File: src/rtl/icache_prefetch.sv
// Direct-mapped, one-word-per-frame instruction cache with an optional next-line prefetch.
// Demand misses stall the datapath while the frame is filled from the memory controller.
module icache_prefetch #(
  parameter int SETS     = 16,
  parameter int PREFETCH = 1
) (
  input  logic        CLK,
  input  logic        RST,
  input  logic        imemREN,
  input  logic [31:0] imemaddr,
  input  logic        flush,
  output logic        ihit,
  output logic [31:0] imemload,
  output logic        iREN,
  output logic [31:0] iaddr,
  input  logic        iwait,
  input  logic [31:0] iload,
  output logic [31:0] hit_count,
  output logic [31:0] miss_count
);

  localparam int IW = $clog2(SETS);
  localparam int TW = 30 - IW;

  localparam logic [1:0] S_IDLE     = 2'd0;
  localparam logic [1:0] S_FETCH    = 2'd1;
  localparam logic [1:0] S_PREFETCH = 2'd2;

  logic [1:0]    r_state;
  logic [31:0]   r_fill_addr;
  logic          r_flush_pend;
  logic [SETS-1:0] r_valid;
  logic [TW-1:0] r_tag  [SETS];
  logic [31:0]   r_data [SETS];
  logic [31:0]   r_hit_count;
  logic [31:0]   r_miss_count;

  logic [IW-1:0] w_idx;
  logic [TW-1:0] w_tag;
  logic [31:0]   w_pf_addr;
  logic [IW-1:0] w_pf_idx;
  logic [TW-1:0] w_pf_tag;
  logic [IW-1:0] w_fill_idx;
  logic [TW-1:0] w_fill_tag;
  logic          w_lookup;
  logic          w_pf_present;
  logic          w_unused;

  logic [1:0]    w_next;
  logic          w_ihit;
  logic          w_iren;
  logic [31:0]   w_iaddr;
  logic          w_miss;
  logic          w_clear;
  logic          w_wr_en;
  logic [IW-1:0] w_wr_idx;
  logic [TW-1:0] w_wr_tag;

  assign w_idx        = imemaddr[IW+1:2];
  assign w_tag        = imemaddr[31:IW+2];
  assign w_pf_addr    = r_fill_addr + 32'd4;
  assign w_pf_idx     = w_pf_addr[IW+1:2];
  assign w_pf_tag     = w_pf_addr[31:IW+2];
  assign w_fill_idx   = r_fill_addr[IW+1:2];
  assign w_fill_tag   = r_fill_addr[31:IW+2];
  assign w_lookup     = imemREN && r_valid[w_idx] && (r_tag[w_idx] == w_tag);
  assign w_pf_present = r_valid[w_pf_idx] && (r_tag[w_pf_idx] == w_pf_tag);
  assign w_unused     = ^imemaddr[1:0];

  // Next-state, memory request and fill-write decode
  always_comb begin
    w_next   = r_state;
    w_ihit   = 1'b0;
    w_iren   = 1'b0;
    w_iaddr  = 32'd0;
    w_miss   = 1'b0;
    w_clear  = 1'b0;
    w_wr_en  = 1'b0;
    w_wr_idx = w_fill_idx;
    w_wr_tag = w_fill_tag;
    case (r_state)
      S_IDLE: begin
        if (flush) begin
          w_clear = 1'b1;
        end else if (w_lookup) begin
          w_ihit = 1'b1;
        end else if (imemREN) begin
          w_miss = 1'b1;
          w_next = S_FETCH;
        end else begin
          w_next = S_IDLE;
        end
      end
      S_FETCH: begin
        w_iren  = 1'b1;
        w_iaddr = r_fill_addr;
        if (!iwait) begin
          w_wr_en = 1'b1;
          if ((PREFETCH == 1) && !w_pf_present) begin
            w_next = S_PREFETCH;
          end else begin
            w_next  = S_IDLE;
            w_clear = r_flush_pend | flush;
          end
        end else begin
          w_next = S_FETCH;
        end
      end
      S_PREFETCH: begin
        w_iren   = 1'b1;
        w_iaddr  = w_pf_addr;
        w_wr_idx = w_pf_idx;
        w_wr_tag = w_pf_tag;
        // The frame being prefetched cannot serve a hit until its fill lands
        w_ihit   = w_lookup && (w_idx != w_pf_idx);
        if (!iwait) begin
          w_wr_en = 1'b1;
          w_next  = S_IDLE;
          w_clear = r_flush_pend | flush;
        end else begin
          w_next = S_PREFETCH;
        end
      end
      default: begin
        w_next = S_IDLE;
      end
    endcase
  end

  // Control state, pending flush, valid bits and counters
  always_ff @(posedge CLK or posedge RST) begin
    if (RST) begin
      r_state      <= S_IDLE;
      r_fill_addr  <= 32'd0;
      r_flush_pend <= 1'b0;
      r_valid      <= '0;
      r_hit_count  <= 32'd0;
      r_miss_count <= 32'd0;
    end else begin
      r_state <= w_next;
      if (w_miss) begin
        r_fill_addr  <= {imemaddr[31:2], 2'b00};
        r_miss_count <= r_miss_count + 32'd1;
      end
      if (w_ihit) begin
        r_hit_count <= r_hit_count + 32'd1;
      end
      if (w_clear) begin
        r_flush_pend <= 1'b0;
      end else if (flush && (r_state != S_IDLE)) begin
        r_flush_pend <= 1'b1;
      end
      // A flush landing on the fill edge wins, so the just-filled frame ends invalid
      if (w_clear) begin
        r_valid <= '0;
      end else if (w_wr_en) begin
        r_valid[w_wr_idx] <= 1'b1;
      end
    end
  end

  // Tag and data arrays carry no reset; the valid bits gate them
  always_ff @(posedge CLK) begin
    if (w_wr_en) begin
      r_tag[w_wr_idx]  <= w_wr_tag;
      r_data[w_wr_idx] <= iload;
    end
  end

  assign ihit       = w_ihit;
  assign imemload   = w_ihit ? r_data[w_idx] : 32'd0;
  assign iREN       = w_iren;
  assign iaddr      = w_iaddr;
  assign hit_count  = r_hit_count;
  assign miss_count = r_miss_count;

endmodule

File: config.mk
export PLATFORM = sky130hd
export DESIGN_NAME = icache_prefetch
export DESIGN_NICKNAME = d
export VERILOG_FILES = /design/src/rtl/icache_prefetch.sv
export SDC_FILE = /design/constraint.sdc
export NUM_CORES = 1
export LEC_CHECK = 0
export CORE_ASPECT_RATIO = 1.1
export CORE_MARGIN = 2
export CORE_UTILIZATION = 55
export DETAILED_ROUTE_END_ITERATION = 8
export MAX_ROUTING_LAYER = met4
export PLACE_DENSITY = 0.75
export SETUP_SLACK_MARGIN = 0.2
export SYNTH_ARGS = -nofsm -noshare
export SYNTH_HDL_FRONTEND = slang
export SYNTH_SLANG_ARGS = --single-unit
File: constraint.sdc
create_clock -name CLK -period 13.74 [get_ports CLK]
set_input_delay 2.061 -clock CLK [delete_from_list [all_inputs] [get_ports CLK]]
set_output_delay 2.061 -clock CLK [all_outputs]
set_load 0.005 [all_outputs]
==> tab_implementation.tex <==
\begin{tabular}{lr}
\hline
Metric & Value \\
\hline
\multicolumn{2}{l}{\textbf{Yosys}} \\
\quad Largest area contributor in the netlist & sky130\_fd\_sc\_hd\_\_edfxtp\_1 \\
\quad Fraction of registers with async set/reset & 0.1085 \\
\quad Top\_reg\_cell synth & sky130\_fd\_sc\_hd\_\_edfxtp\_1 \\
\quad Post-synthesis share of cell area spent on and, or, nand and nor gates & 0.06105 \\
\quad Post-synthesis sequential element count & 1041 \\
\quad Post-synthesis sequential area ratio & 0.6557 \\
\quad Area fraction in compound gates after synthesis & 0.03502 \\
\quad Number of flops mapped to enable cells by yosys & 928 \\
\quad Cell types with the largest area share after synthesis & sky130\_fd\_sc\_hd\_\_edfxtp\_1 60\%, sky130\_fd\_sc\_hd\_\_mux4\_2 16\%, sky130\_fd\_sc\_hd\_\_dfrtp\_1 6.0\% \\
\quad Yosys cell types & 79 \\
\quad Synth Area per Inst & 17.89 um\^{}2 \\
\quad Number of instances in the synthesized netlist & 2617 \\
\quad Ys Warns & 0 \\
\quad Post-synthesis xor/xnor area fraction & 0.03122 \\
\quad Fraction of synthesized cell area taken by the top area cell type & 0.5953 \\
\quad Combinational family with the most area after synthesis & multiplexers \\
\quad Adder-cell share of the synthesized area & 0.001871 \\
\quad Mux contribution to synthesized area & 0.1927 \\
\quad Summed instance area of the synthesized netlist & 46810 um\^{}2 \\
\multicolumn{2}{l}{\textbf{Floorplanning}} \\
\quad CORE AREA & 84640 um\^{}2 \\
\quad Die width & 282.2 um \\
\quad Die area & 87460 um\^{}2 \\
\quad Std-Cell Rows & 112 \\
\quad Floorplan die height & 310.0 um \\
\quad Initial Util & 0.5530 \\
\quad Count of pins on the block boundary & 199 \\
\multicolumn{2}{l}{\textbf{Worst setup path}} \\
\quad Timing endpoint of the critical path & imemload[1] \\
\quad Slack of the worst reg-to-reg path & 7.25 ns \\
\quad Startpoint type of the worst setup path & primary input \\
\quad Dominant cell type by count on the critical path & sky130\_fd\_sc\_hd\_\_buf\_4 \\
\quad Data arrival time of the critical path & 7.66 ns \\
\quad Cell type of the slowest stage on the worst timing path & sky130\_fd\_sc\_hd\_\_or4\_4 \\
\quad Data required time of the critical path & 11.68 ns \\
\quad Setup crit end kind & output pin \\
\quad Depth of the most critical reg-to-reg path & 11 \\
\quad Slowest Stage Delay on Critical Path & 0.73 ns \\
\quad Cell Chain, Critical Path & buf\_8 > buf\_4 > nor2b\_1 > buf\_4 > a221oi\_2 > a21boi\_0 > or4b\_1 > a211oi\_1 > nand4\_1 > or4\_4 > buf\_4 > nor2b\_1 > clkdlybuf4s50\_1 \\
\quad Destination of the worst register-to-register timing path & r\_valid[2] \\
\quad CP Launch Point & imemaddr[3] \\
\quad Launch point of the worst reg-to-reg path & r\_fill\_addr[2] \\
\quad Classification of the worst setup path & in -> out \\
\quad Critical-path maximum fanout & 68 \\
\multicolumn{2}{l}{\textbf{Cells and area}} \\
\quad Post-route standard cell area excluding fillers & 53190 um\^{}2 \\
\quad Layout area overhead & 13.63\% \\
\quad Fraction of layout instances using a drive strength above 1 & 0.2254 \\
\quad Non-Filler Instances & 4034 \\
\quad Final design utilization & 0.6284 \\
\quad Filler cell count & 5908 \\
\quad Nets & 2886 \\
\multicolumn{2}{l}{\textbf{Timing}} \\
\quad Final period util & 0.7074 \\
\quad Maximum operating frequency & 0.1029 GHz \\
\quad Final hold viol count & 0 \\
\quad RSZ-0062 raised after global routing & no \\
\quad Minimum clock period & 9.720 ns \\
\quad Number of pins with negative max-slew slack in the final report & 0 \\
\quad Worst-case headroom to the max-slew limit & 0.02871 \\
\quad Final TNS setup & 0 ns \\
\quad Final-report setup violation count & 0 \\
\quad Slew at the pin with the worst max-slew slack & 1.452 ns \\
\quad Tightest hold margin & 0.4772 ns \\
\quad Clock Skews & 0.02767 ns \\
\multicolumn{2}{l}{\textbf{Pwr}} \\
\quad Leakage power of the design & 17.73 nW \\
\quad Power per standard cell area & 183.9 nW/um\^{}2 \\
\quad Max rail drop VDD & 0.0001548 V \\
\multicolumn{2}{l}{\textbf{Route}} \\
\quad Routed len/inst & 30.85 um \\
\quad DRC Markers & 0 \\
\quad Routed Wire Length & 124.4 mm \\
\quad Antenna Nets Post-Route & 0 \\
\quad Routed via count divided by cell count & 6.715 \\
\quad Initial drt markers & 3413 \\
\quad Total iterations of the first detailed-routing run & 7 \\
\quad Vias & 27088 \\
\multicolumn{2}{l}{\textbf{Placement}} \\
\quad Input/output buffers & 194 \\
\quad Post-detailed-placement half-perimeter wirelength & 71.39 mm \\
\quad Routability-driven placement congestion ratio & 0.9362 \\
\quad Cell count after placement & 3844 \\
\quad Area after DPL & 50000 um\^{}2 \\
\multicolumn{2}{l}{\textbf{Clock tree}} \\
\quad Clock root cell & sky130\_fd\_sc\_hd\_\_clkbuf\_16 \\
\quad CTS clk-pin slew, worst paths & 0.06 ns \\
\quad Clock tree from TritonCTS & done \\
\quad Setup Buffers After CTS & 0 \\
\quad Total CTS buffers & 101 \\
\quad Buffers from clock root to sink, at most & 3 \\
\quad Post-cts gate resize count & 0 \\
\quad Clock network latency to the later pin of the worst-skew pair & 0.67 ns \\
\quad Number of buffers inserted for hold repair after clock tree synthesis & 0 \\
\quad Number of sinks handled by clock tree synthesis & 1041 \\
\quad Htree depth & 3 \\
\multicolumn{2}{l}{\textbf{Status}} \\
\quad Status & completed \\
\multicolumn{2}{l}{\textbf{Global route}} \\
\quad Via count of the first global-routing pass & 27182 \\
\quad Number of antenna violations at the first check in global routing & 2 \\
\quad Global-route total usage across every layer & 0.2980 \\
\quad GRT overflow & 0 \\
\quad Global-route wire length before repair & 183.0 mm \\
\quad Largest net degree at the start of global routing & 103 \\
\multicolumn{2}{l}{\textbf{Min path}} \\
\quad Class of the tightest hold or removal check & reg -> reg \\
\multicolumn{2}{l}{\textbf{Flow run}} \\
\quad Max-cap violations & 0 \\
\hline
\end{tabular}
[metrics by stage]
| stage | total power [mW] | worst slack, ns |
|---|---|---|
| 6_report | 9.784 | 4.020 |
| 5_1_grt | 10.11 | 3.695 |
| 4_1_cts | 9.744 | 4.047 |
| 3_5_place_dp | 7.096 | 4.036 |
| 3_3_place_gp | 7.017 | 4.049 |
| 2_1_floorplan | 5.979 | 6.871 |
[per-layer routing]
layer	up-vias	track usage	wire [um]
met1	14132	0.4034	47220
met4	0	0.1137	4927
li1	10984	-	-
met2	1668	0.4621	60140
met5	-	-	0
met3	304	0.04798	12150
[synth_stat cells, types with 15 or more instances]
| cell type | n |
|---|---|
| sky130_fd_sc_hd__a21boi_0 | 36 |
| sky130_fd_sc_hd__a22oi_1 | 48 |
| sky130_fd_sc_hd__and2_1 | 16 |
| sky130_fd_sc_hd__and3_1 | 30 |
| sky130_fd_sc_hd__buf_1 | 26 |
| sky130_fd_sc_hd__buf_2 | 39 |
| sky130_fd_sc_hd__buf_4 | 22 |
| sky130_fd_sc_hd__clkbuf_1 | 80 |
| sky130_fd_sc_hd__dfrtp_1 | 113 |
| sky130_fd_sc_hd__edfxtp_1 | 928 |
| sky130_fd_sc_hd__inv_1 | 51 |
| sky130_fd_sc_hd__mux2_2 | 31 |
| sky130_fd_sc_hd__mux2i_1 | 91 |
| sky130_fd_sc_hd__mux4_2 | 341 |
| sky130_fd_sc_hd__nand2_1 | 76 |
| sky130_fd_sc_hd__nand3_1 | 44 |
| sky130_fd_sc_hd__nand4_1 | 30 |
| sky130_fd_sc_hd__nor2_1 | 58 |
| sky130_fd_sc_hd__nor2b_1 | 89 |
| sky130_fd_sc_hd__nor3_1 | 52 |
| sky130_fd_sc_hd__nor3_2 | 19 |
| sky130_fd_sc_hd__o21ai_0 | 20 |
| sky130_fd_sc_hd__o22ai_1 | 15 |
| sky130_fd_sc_hd__xnor2_1 | 62 |
| sky130_fd_sc_hd__xor2_1 | 103 |
[kinds of logic after synthesis]
logic type | after synthesis
xor+xnor | 166
mux | 466
fa+ha+maj | 7
simple gates | 492
compound gates | 217
other cells | 1
buf+inv | 227
flops | 1041
[placed cells by master, fill, tap and decap left out, types with 53 or more instances in the layout]
master                            instances
sky130_fd_sc_hd__clkbuf_16              102
sky130_fd_sc_hd__xnor2_1                 58
sky130_fd_sc_hd__mux2i_1                 91
sky130_fd_sc_hd__clkdlybuf4s50_1        190
sky130_fd_sc_hd__dfrtp_1                112
sky130_fd_sc_hd__nand2_1                 76
sky130_fd_sc_hd__nor2b_1                 83
sky130_fd_sc_hd__xor2_1                 102
sky130_fd_sc_hd__buf_4                   70
sky130_fd_sc_hd__nor2_1                  53
sky130_fd_sc_hd__edfxtp_1               928
sky130_fd_sc_hd__mux4_2                 341
[power by group]
group / total, mW / switching, mW / internal [mW]
sequential: 4.19 / 0.244 / 3.94
combinational: 2.92 / 1.76 / 1.16
clock: 2.67 / 1.17 / 1.50
total: 9.78 / 3.17 / 6.61
[worst max-delay path, delay by kind of cell]
family | cells | cell delay, ns
buf+inv | 5 | 2.47
simple gates | 5 | 2.01
compound gates | 3 | 0.88
[sequential cells by signal, summed over array words and instances (netlist names)]
signal,count
r_data,512
r_tag,416
hit_count,32
miss_count,32
r_fill_addr,30
r_valid,16
r_state,2
r_flush_pend,1
[final cells by class]
class / instances / area (um^2) / share of cell area
Sequential cell: 1041 / 30700 / 0.5771
Timing Repair Buffer: 264 / 2482 / 0.04667
Multi-Input combinational cell: 1350 / 15250 / 0.2867
Antenna cell: 2 / 5.005 / 0.00009409
Inverter: 52 / 197.7 / 0.003717
Clock inverter: 53 / 445.4 / 0.008374
Clock buffer: 132 / 2685 / 0.05048
Tap cell: 1140 / 1426 / 0.02682
[worst min-delay path by stage]
stage / from / endpoint / slack, ns / cells after the start
2_1_floorplan: hit_count[31] / hit_count[31] / 0.46 / 1
3_3_place_gp: hit_count[31] / hit_count[31] / 0.46 / 1
3_5_place_dp: hit_count[31] / hit_count[31] / 0.46 / 1
4_1_cts: hit_count[31] / hit_count[31] / 0.48 / 1
5_1_grt: miss_count[31] / miss_count[31] / 0.50 / 1
6_report: miss_count[31] / miss_count[31] / 0.48 / 1
Power figures use the tool's default switching activity.
